$ cat src/rtl/div_pkg.sv
// ---------------------------------------------------------------------------
// div_pkg : shared constants for the EX-stage radix-2 divider.
// Revision: 1.0
// ---------------------------------------------------------------------------
`default_nettype none

package div_pkg;

    localparam logic [1:0] DivFree    = 2'b00;
    localparam logic [1:0] DivByZero  = 2'b01;
    localparam logic [1:0] DivOn      = 2'b10;
    localparam logic [1:0] DivEnd     = 2'b11;

    localparam logic DivResultReady    = 1'b1;
    localparam logic DivResultNotReady = 1'b0;
    localparam logic DivStart          = 1'b1;
    localparam logic DivStop           = 1'b0;
    localparam logic RstEnable         = 1'b1;

    localparam logic [31:0] ZeroWord   = 32'h0000_0000;

    localparam logic [7:0] EXE_DIV_OP  = 8'b0001_1010;
    localparam logic [7:0] EXE_DIVU_OP = 8'b0001_1011;

    typedef struct packed {
        logic [31:0] rem;
        logic [31:0] quo;
    } div_result_t;

endpackage

`default_nettype wire

$ cat src/rtl/div_if.sv
// ---------------------------------------------------------------------------
// div_if : EX-stage request/response bundle between decode and divider.
// Revision: 1.0
// ---------------------------------------------------------------------------
`default_nettype none

interface div_if #(
    parameter int DATA_W = 32
);
    logic                  signed_div_i;
    logic [DATA_W-1:0]     opdata1_i;
    logic [DATA_W-1:0]     opdata2_i;
    logic                  start_i;
    logic                  annul_i;
    logic [2*DATA_W-1:0]   result_o;
    logic                  ready_o;

    modport master (
        output signed_div_i, opdata1_i, opdata2_i, start_i, annul_i,
        input  result_o, ready_o
    );

    modport slave (
        input  signed_div_i, opdata1_i, opdata2_i, start_i, annul_i,
        output result_o, ready_o
    );
endinterface

`default_nettype wire

$ cat src/rtl/div.sv
// ---------------------------------------------------------------------------
// div : multi-cycle signed/unsigned restoring divider, one quotient bit/cycle.
// Revision: 1.0
// ---------------------------------------------------------------------------
`default_nettype none

module div
    import div_pkg::*;
#(
    parameter int DATA_W = 32,
    parameter int CNT_W  = 6
) (
    input  logic  clk,
    input  logic  rst,
    div_if.slave  bus
);

    logic [1:0]          state;
    logic [CNT_W-1:0]    cnt;
    logic [2*DATA_W:0]   dividend;
    logic [DATA_W-1:0]   divisor;
    logic                qneg;
    logic                rneg;
    logic [2*DATA_W-1:0] result;
    logic                ready;

    logic                op1_neg;
    logic                op2_neg;
    logic [DATA_W-1:0]   op1_abs;
    logic [DATA_W-1:0]   op2_abs;
    logic [DATA_W:0]     trial;
    logic [DATA_W-1:0]   quo_fix;
    logic [DATA_W-1:0]   rem_fix;

    // dividend holds {partial_rem, dividend_shift} pre-shifted by one bit,
    // so the remainder ends up in [2W:W+1] and the quotient in [W-1:0].
    always_comb begin
        op1_neg = bus.signed_div_i & bus.opdata1_i[DATA_W-1];
        op2_neg = bus.signed_div_i & bus.opdata2_i[DATA_W-1];
        op1_abs = op1_neg ? -bus.opdata1_i : bus.opdata1_i;
        op2_abs = op2_neg ? -bus.opdata2_i : bus.opdata2_i;
        trial   = {1'b0, dividend[2*DATA_W-1:DATA_W]} - {1'b0, divisor};
        quo_fix = qneg ? -dividend[DATA_W-1:0] : dividend[DATA_W-1:0];
        rem_fix = rneg ? -dividend[2*DATA_W:DATA_W+1] : dividend[2*DATA_W:DATA_W+1];
    end

    always_ff @(posedge clk) begin
        if (rst == RstEnable) begin
            state    <= DivFree;
            cnt      <= '0;
            dividend <= '0;
            divisor  <= '0;
            qneg     <= 1'b0;
            rneg     <= 1'b0;
            result   <= '0;
            ready    <= DivResultNotReady;
        end else begin
            case (state)
                DivFree: begin
                    result <= '0;
                    ready  <= DivResultNotReady;
                    if (bus.start_i == DivStart && !bus.annul_i) begin
                        if (bus.opdata2_i == '0) begin
                            state <= DivByZero;
                        end else begin
                            dividend <= {{DATA_W{1'b0}}, op1_abs, 1'b0};
                            divisor  <= op2_abs;
                            qneg     <= op1_neg ^ op2_neg;
                            rneg     <= op1_neg;
                            cnt      <= '0;
                            state    <= DivOn;
                        end
                    end
                end
                DivByZero: begin
                    result <= '0;
                    ready  <= DivResultReady;
                    state  <= DivEnd;
                end
                DivOn: begin
                    if (bus.annul_i) begin
                        state <= DivFree;
                    end else if (cnt != CNT_W'(DATA_W)) begin
                        if (trial[DATA_W]) begin
                            dividend <= {dividend[2*DATA_W-1:0], 1'b0};
                        end else begin
                            dividend <= {trial[DATA_W-1:0], dividend[DATA_W-1:0], 1'b1};
                        end
                        cnt <= cnt + 1'b1;
                    end else begin
                        result <= {rem_fix, quo_fix};
                        ready  <= DivResultReady;
                        state  <= DivEnd;
                    end
                end
                DivEnd: begin
                    // Result is held until EX drops its request.
                    if (bus.start_i == DivStop) begin
                        result <= '0;
                        ready  <= DivResultNotReady;
                        state  <= DivFree;
                    end
                end
                default: state <= DivFree;
            endcase
        end
    end

    assign bus.result_o = result;
    assign bus.ready_o  = ready;

endmodule

`default_nettype wire

$ cat src/flat_wrapper.sv
// flat-port wrapper written by rule: the top's interface ports become plain ports
module div_flat import div_pkg::*;
#(
    parameter int DATA_W = 32,
    parameter int CNT_W  = 6
)
  (clk, rst, bus_signed_div_i, bus_opdata1_i, bus_opdata2_i, bus_start_i, bus_annul_i, bus_result_o, bus_ready_o);
  div_if #(.DATA_W(DATA_W)) bus_i ();
  input  logic clk;
  input  logic rst;
  input wire logic [$bits(bus_i.signed_div_i)-1:0] bus_signed_div_i;
  input wire logic [$bits(bus_i.opdata1_i)-1:0] bus_opdata1_i;
  input wire logic [$bits(bus_i.opdata2_i)-1:0] bus_opdata2_i;
  input wire logic [$bits(bus_i.start_i)-1:0] bus_start_i;
  input wire logic [$bits(bus_i.annul_i)-1:0] bus_annul_i;
  output wire logic [$bits(bus_i.result_o)-1:0] bus_result_o;
  output wire logic [$bits(bus_i.ready_o)-1:0] bus_ready_o;
  assign bus_i.signed_div_i = bus_signed_div_i;
  assign bus_i.opdata1_i = bus_opdata1_i;
  assign bus_i.opdata2_i = bus_opdata2_i;
  assign bus_i.start_i = bus_start_i;
  assign bus_i.annul_i = bus_annul_i;
  assign bus_result_o = bus_i.result_o;
  assign bus_ready_o = bus_i.ready_o;
  div #(.DATA_W(DATA_W), .CNT_W(CNT_W)) u_core (.clk(clk), .rst(rst), .bus(bus_i));
endmodule
$ cat config.mk
export PLATFORM = sky130hd
export DESIGN_NAME = div_flat
export DESIGN_NICKNAME = d
export VERILOG_FILES = /design/src/rtl/div_pkg.sv /design/src/rtl/div_if.sv /design/src/rtl/div.sv /design/src/flat_wrapper.sv
export SDC_FILE = /design/constraint.sdc
export NUM_CORES = 1
export LEC_CHECK = 0
export BUFFER_PORTS_ARGS = -buffer_cell sky130_fd_sc_hd__buf_2
export CAP_MARGIN = 40
export CORE_MARGIN = 2
export CORE_UTILIZATION = 30
export DETAILED_ROUTE_END_ITERATION = 16
export GPL_TIMING_DRIVEN = 0
export PLACE_DENSITY_LB_ADDON = 0.3
export SYNTH_ARGS = -nofsm -noshare
export SYNTH_HDL_FRONTEND = slang
export SYNTH_SLANG_ARGS = --single-unit
$ cat constraint.sdc
create_clock -name clk -period 7.5 [get_ports clk]
set_input_delay 0.375 -clock clk [delete_from_list [all_inputs] [get_ports clk]]
set_output_delay 0.375 -clock clk [all_outputs]
set_load 0.02 [all_outputs]
==> results of run 1 <==
==> critical path, cell delays in order, from the launching register on <==
cell and delay [ns]:
dfxtp_1 0.50, ha_1 0.36, nand2_1 0.16, a211oi_1 0.09
o311a_1 0.46, a21oi_1 0.35, o21a_1 0.27, o31a_1 0.22
clkbuf_1 0.45, clkbuf_1 0.61, nor3_1 0.09, mux2i_1 0.28
nand2_1 0.08
==> per-layer routing <==
layer	share of wire [%]	GRT usage [%]
met5	0.031	0
met4	1.7	5.12
met3	4.6	3.33
met2	44	29.3
met1	49	25.5
==> cells in the final DEF (no fill, tap or decap), drive strengths merged, types with 19 or more instances in the layout <==
cell type,netlist,final
o31ai,22,22
nand2,120,120
clkbuf,60,79
a22oi,34,34
mux2i,22,22
xor2,44,44
ha,43,43
xnor2,103,103
dfxtp,172,172
inv,61,70
a21oi,119,119
nand3,31,31
a211oi,41,41
nor3,19,19
nor2,186,186
buf,15,150
a22o,26,26
o21ai,98,98
==> kinds of logic after synthesis <==
family	after synthesis	synth area share, %
DFF	172	31.9
AOI/OAI and AO/OA	415	24.8
and+or+nand+nor	452	19.3
buffers and inverters	136	4.87
xor gates and xnor gates	147	11.9
adders and majority gates	44	5.18
muxes	22	2.04
==> worst max path at each step <==
stage	from	depth (start not counted)	slack [ns]	endpoint
global route	u_core.dividend[32]	14	3.28	u_core.dividend[59]
finish	u_core.dividend[37]	12	3.47	u_core.dividend[59]
floorplan	u_core.dividend[32]	13	4.52	u_core.dividend[44]
detailed placement	u_core.dividend[37]	12	3.58	u_core.dividend[59]
CTS	u_core.dividend[32]	14	3.55	u_core.dividend[59]
global placement	u_core.dividend[37]	12	3.62	u_core.dividend[59]
==> registers in the layout, summed over array words and instances (netlist names) <==
| signal | cells |
|---|---|
| u_core.bus.ready_o | 1 |
| u_core.bus.result_o | 64 |
| u_core.cnt | 6 |
| u_core.dividend | 65 |
| u_core.divisor | 32 |
| u_core.qneg | 1 |
| u_core.rneg | 1 |
| u_core.state | 2 |
==> metrics by stage <==
stage / std cells / total power [mW] / utilization, % / setup WS, ns
6_report: 2018 / 2.98 / 35.6 / 3.47
3_3_place_gp: 1982 / 2.11 / 33.9 / 3.62
2_1_floorplan: 1388 / 1.81 / - / 4.52
5_1_grt: 2017 / 3.16 / 35.5 / 3.28
3_5_place_dp: 1984 / 2.12 / 33.9 / 3.58
4_1_cts: 2016 / 2.99 / 35.5 / 3.55
==> final cells by class <==
cell class,instances,area [sq um]
fillers,3768,22900
multi-input cells,1080,6810
flip-flops and latches,172,3440
repair buffers,135,678
well taps,461,577
clock buffers,19,453
plain buffers,75,297
inverters,61,229
clock inverters,13,119
diodes,2,5.00
==> report_power, final <==
| group | switching (mW) | internal [mW] |
|---|---|---|
| combinational | 0.696 | 0.368 |
| sequential | 0.0637 | 0.982 |
| clock | 0.419 | 0.456 |
==> reports/metrics.yaml, run 1 <==
sta:
  fin_tns_setup_ns: 0
  rsz0062_at_grt: "no"
  fmax_ghz: 0.248
  fin_hold_ws_ns: 0.223
  skew_ns: 0.0104
  worst_pin_slew_ns: 0.845
  timing.slew.headroom_pct: 43.7
  post-route-period-util_pct: 53.8
  period_needed_ns: 4.03
  setup_viol: 0
  slew_violations: 0
  finalHoldViolCount: 0
synthesis:
  synth.distinct_cells: 62
  synth_area_per_cell_sq_um: 7.77
  synth_edf_count: 0
  synth_top_area_cell: "dfxtp_1"
  synthFlopType: "dfxtp_1"
  syn_area_sq_um: 10800
  ys_ff_latch: 172
  synth_top_area_share_pct: 31.9
  syn_nets: 1501
  synth.yosys.warnings: 0
  synth_common_cells: "nor2_1, dfxtp_1, nand2_1"
  syn_inst: 1388
  async_reset_ff_share_pct: 0
  yosysSeqAreaShare_pct: 31.9
  synthTopCellsByArea: "dfxtp_1, xnor2_1, nor2_1"
  synth.most_common_cell: "nor2_1"
critical_path:
  cp-end-kind: "register"
  r2r_cells: 12
  timing.rr.start: "u_core.dividend[37]"
  r2r_slack_ns: 3.47
  critical_path_class: "reg2reg"
  cp.arrival_ns: 4.35
  cp.required_ns: 7.82
  timing.rr.end: "u_core.dividend[59]"
  crit_path_start_kind: "register"
  path_max_fanout: 10
layout:
  area_growth_pct: 17.0
  drive_gt1_share_pct: 12.7
  final_cell_area_sq_um: 12600
  final_nets: 1655
power:
  leakagePower_nw: 5.15
  power.density_nw_per_um2: 237
  peakVddDrop_uv: 115
cts:
  cts_tree: "yes"
  cts.clk_slew.worst_paths_ns: 0.07
  cts_setup_buffers: 0
  cts_buffers: 17
  insertion_delay_ns: 0.44
  cts_root_buf: "clkbuf_16"
  cts-htree-levels: 4
  clock_sinks: 172
  cts_hold_buf: 0
  cts_resized: 0
  ctsLongestPathBuffers: 2
floorplan:
  core_sq_um: 35500
  die-area_sq_um: 37500
  fp.dieH_microns: 194
  initial_core_util_pct: 30.4
  io_pins: 134
  die_w_microns: 194
  rows: 69
placement:
  port-buffer-count: 133
  dp_hpwl_mm: 28.0
  dpl-instance-area_sq_um: 12000
  routabilityCongestion: 0.920
route:
  drc: 0
  first_pass_iters: 5
  detail_route.wl_per_cell_microns: 17.5
  via_count: 10344
  vias_per_cell: 5.13
  drtIter0Drc: 652
  wl_mm: 35.4
  ant_nets: 0
global_routing:
  grt_pass1_wl_mm: 55.1
  grt_overflow: 0
  grtUsageTotal_pct: 18.4
  grt_max_degree: 18
  grt_pass1_vias: 9900
  antenna_found_initial: 4
run_status:
  status: "completed"
min_path:
  hold_path_class: "in2reg"
  min_path_cells: 3
  holdPathEnd: "u_core.divisor[0]"
  min-delay-start: "bus_opdata2_i[0]"
run:
  maxCapViolCount: 0
Note: power is estimated with default switching activity, not from simulation.
==> run 2: changes to the inputs <==
Settings changed: ABC_AREA set to 1.
Clock period 7.5 ns to 3.6 ns, I/O delays scaled along.
==> run 2 against run 1 <==
Against the previous run:
- sequential power grew 140%
- first-iteration DRC count grew 110%
- via count grew 45%
- final cell count grew 50%
- register-to-register slack lost 2.8 ns
- combinational power grew to 5.3 times the previous value
- clock power grew 120%
- sequential share of layout area shrank 4.5 points
- global-route usage grew 4.0 points
- wire length grew 44%
- power grew to 3.4 times the previous value
- clock-buffer cell count is the same
==> reports/metrics.yaml, run 2 <==
route:
  dr_wl_met2_mm: 22.8  # was 15.7 mm
  via_count: 15035  # was 10344
  first_pass_iters: 5  # unchanged
  detail_route.wl_per_cell_microns: 16.9  # was 17.5 microns
  drc: 0  # unchanged
  top_layer: "met4"  # was met5
  met1_length_mm: 23.6  # was 17.5 mm
  wl_mm: 51.1  # was 35.4 mm
  vias_per_cell: 4.98  # was 5.13
  drtIter0Drc: 1356  # was 652
  wl_met3_mm: 3.28  # was 1.64 mm
  ant_nets: 0  # unchanged
synthesis:
  syn_nets: 2381  # was 1501
  ys_ff_latch: 172  # unchanged
  synth_edf_count: 0  # unchanged
  synthFlopType: "dfxtp_1"  # unchanged
  yosysSeqAreaShare_pct: 26.3  # was 31.9%
  synth.yosys.warnings: 0  # unchanged
  synth_area_per_cell_sq_um: 5.78  # was 7.77 sq um
  synth_xor_area_share_pct: 3.01  # was 11.9%
  syn_area_sq_um: 13100  # was 10800 sq um
  synth.most_common_cell: "nand2_1"  # was nor2_1
  synth_top_area_share_pct: 26.3  # was 31.9%
  synthAdderAreaFrac_pct: 4.25  # was 5.18%
  synth_top_family_by_area: "simple AND/OR/NAND/NOR gates"  # was compound AO/OA/AOI/OAI gates
  synth.distinct_cells: 39  # was 62
  syn_inst: 2268  # was 1388
  synthTopCellsByArea: "dfxtp_1, nand2_1, nand3_1"  # was dfxtp_1, xnor2_1, nor2_1
  synth_top_area_cell: "dfxtp_1"  # unchanged
  synth-compound-area-share_pct: 13.9  # was 24.8%
  synth-simple-area-share_pct: 40.4  # was 19.3%
  synth_common_cells: "nand2_1, inv_1, nand3_1"  # was nor2_1, dfxtp_1, nand2_1
  muxShareOfSynthArea_pct: 0  # was 2.04%
  async_reset_ff_share_pct: 0  # unchanged
power:
  leakagePower_nw: 7.31  # was 5.15 nW
  power.switching_mw: 5.15  # was 1.18 mW
  intPower_mw: 4.89  # was 1.81 mW
  swShare_pct: 51.3  # was 39.5%
  power_frac_clock_pct: 19.2  # was 29.3%
  pwr-share-seq_pct: 25.0  # was 35.0%
  power.density_nw_per_um2: 665  # was 237 nW/um^2
  peakVddDrop_uv: 344  # was 115 uV
  combPwrFrac_pct: 55.8  # was 35.6%
critical_path:
  slowest_stage: "clkbuf_1"  # unchanged
  cp-end-kind: "register"  # unchanged
  r2r_cells: 9  # was 12
  path_max_fanout: 10  # unchanged
  critical_path_class: "reg2reg"  # unchanged
  critical_path.cell_chain: "inv_1 -> ha_1 -> inv_2 -> nor2_1 -> nand3_1 -> inv_1 -> clkbuf_1 -> nand3_1 -> a21oi_1"  # was ha_1 -> nand2_1 -> a211oi_1 -> o311a_1 -> a21oi_1 -> o21a_1 -> o31a_1 -> clkbuf_1 -> clkbuf_1 -> nor3_1 -> mux2i_1 -> nand2_1
  crit_family: "buffers and inverters"  # was compound AO/OA/AOI/OAI gates
  crit_path_start_kind: "register"  # unchanged
  worstSetupPathDepth: 9  # was 12
  cp.arrival_ns: 3.26  # was 4.35 ns
  cpPeakStageDelay_ns: 0.67  # was 0.61 ns
  cp_num_buf_inv: 4  # was 2
  cp.required_ns: 3.97  # was 7.82 ns
cts:
  cts.clk_slew.worst_paths_ns: 0.07  # about the same
  cts_resized: 0  # unchanged
  insertion_delay_ns: 0.45  # was 0.44 ns
  cts_root_buf: "clkbuf_16"  # unchanged
  cts-htree-levels: 4  # unchanged
  cts_buffers: 17  # unchanged
  cts_tree: "yes"  # unchanged
  cts_hold_buf: 0  # unchanged
  clock_sinks: 172  # unchanged
  cts_setup_buffers: 0  # unchanged
  ctsLongestPathBuffers: 2  # unchanged
floorplan:
  fp.dieH_microns: 213  # was 194 microns
  die_w_microns: 213  # was 194 microns
  core_sq_um: 43100  # was 35500 sq um
  rows: 76  # was 69
  initial_core_util_pct: 30.4  # about the same
  die-area_sq_um: 45400  # was 37500 sq um
  io_pins: 134  # unchanged
min_path:
  min_path_cells: 3  # unchanged
  hold_path_class: "in2reg"  # unchanged
layout:
  drive_gt1_share_pct: 9.38  # was 12.7%
  final_util_pct: 35.1  # was 35.6%
  area_growth_pct: 15.2  # was 17.0%
  final_nets: 2532  # was 1655
  final_cells: 3017  # was 2018
  final_cell_mix: "nand2_1, inv_1, nand3_1"  # was nor2_1, dfxtp_1, buf_2
  layout_commonest_cell: "nand2_1"  # was nor2_1
  largest_reg_flops: 65  # unchanged
  largest_register: "u_core.dividend"  # unchanged
  diodes: 0  # was 2
sta:
  skew_ns: 0.0154  # was 0.0104 ns
  fin_tns_setup_ns: 0  # unchanged
  worst_pin_slew_ns: 0.860  # was 0.845 ns
  fmax_ghz: 0.346  # was 0.248 GHz
  slew_violations: 0  # unchanged
  finalHoldViolCount: 0  # unchanged
  period_needed_ns: 2.89  # was 4.03 ns
  worst_slack_ns: 0.711  # was 3.47 ns
  timing.slew.headroom_pct: 42.6  # was 43.7%
  setup_viol: 0  # unchanged
  rsz0062_at_grt: "no"  # unchanged
  post-route-period-util_pct: 80.2  # was 53.8%
  fin_hold_ws_ns: 0.0352  # was 0.223 ns
global_routing:
  grtUsageTotal_pct: 22.5  # was 18.4%
  grt_max_degree: 17  # was 18
  grt_pass1_wl_mm: 77.9  # was 55.1 mm
  antenna_found_initial: 0  # was 4
  grt_pass1_vias: 13879  # was 9900
  grt_overflow: 0  # unchanged
placement:
  dp_hpwl_mm: 42.3  # was 28.0 mm
  port-buffer-count: 132  # was 133
  routabilityCongestion: 0.936  # was 0.920
  post-place-ws_ns: 0.861  # was 3.58 ns
  dp.cells: 2985  # was 1984
run_status:
  status: "completed"  # unchanged
run:
  maxCapViolCount: 0  # unchanged
## run 2: changes by cell type after synthesis, moves of 16 or more
cell      previous run  this run
a211oi_1            41         0
inv_1               60       318
a22o_1              26         0
nand4_1             11        34
a22oi_1             34         0
clkbuf_1            60        44
xor2_1              44        28
nand2_1            120       699
a21oi_1            118       211
mux2i_1             22         0
nand3_1             31       268
xnor2_1            103        17
o31ai_1             20         3
o21ai_0             98       116
## run 2: final timing paths
kind         slack (ns)                       to                     from
max                0.71  u_core.bus.result_o[12]          u_core.state[0]
max reg2reg        0.71  u_core.bus.result_o[12]          u_core.state[0]
min                0.04        u_core.divisor[0]         bus_opdata2_i[0]
min reg2reg        0.46  u_core.bus.result_o[20]  u_core.bus.result_o[20]
## run 2: area by class of cell
cell class	instances	area, sq um
buffer	81	384
clock buffer	19	443
clock inverter	13	160
fill	4821	28000
inverter	324	1220
multi-input combinational	1691	8070
sequential	172	3440
tap	585	732
timing repair buffer	132	661
## run 2: power groups by stage
stage / Sequential [mW] / Clock, mW / Combinational, mW
3_5_place_dp: 2.54 / 0 / 5.49
4_1_cts: 2.50 / 1.95 / 5.52
2_1_floorplan: 2.50 / 0 / 3.81
3_3_place_gp: 2.54 / 0 / 5.45
6_report: 2.51 / 1.93 / 5.60
5_1_grt: 2.55 / 2.04 / 6.24
## run 2: kinds of logic (layout without fill, tap and decap cells)
family | after synthesis | after routing
and+or+nand+nor | 1251 | 1251
buffers and inverters | 405 | 569
AOI/OAI and AO/OA | 351 | 351
DFF | 172 | 172
xor gates and xnor gates | 45 | 45
adders and majority gates | 44 | 44
## run 2: routing by layer
metal  GRT usage [%]  vias to the layer above
met5               0                        -
met3            4.62                       71
met2            36.1                      476
met1            30.2                     6907
met4            6.73                        0
li1                -                     7581
## run 2: per-stage QoR
step | instance area (sq um) | power, mW
after detailed placement | 14500 | 8.03
after floorplan | 13100 | 6.31
final | 15100 | 10.0
after global placement | 14500 | 7.98
after CTS | 15100 | 9.97
after global routing | 15100 | 10.8
## run 2: tightest hold or removal path: cells and delay by family
family	cells	cell delay, ns
AO/OA/AOI/OAI	1	0.11
buffers and inverters	2	0.15
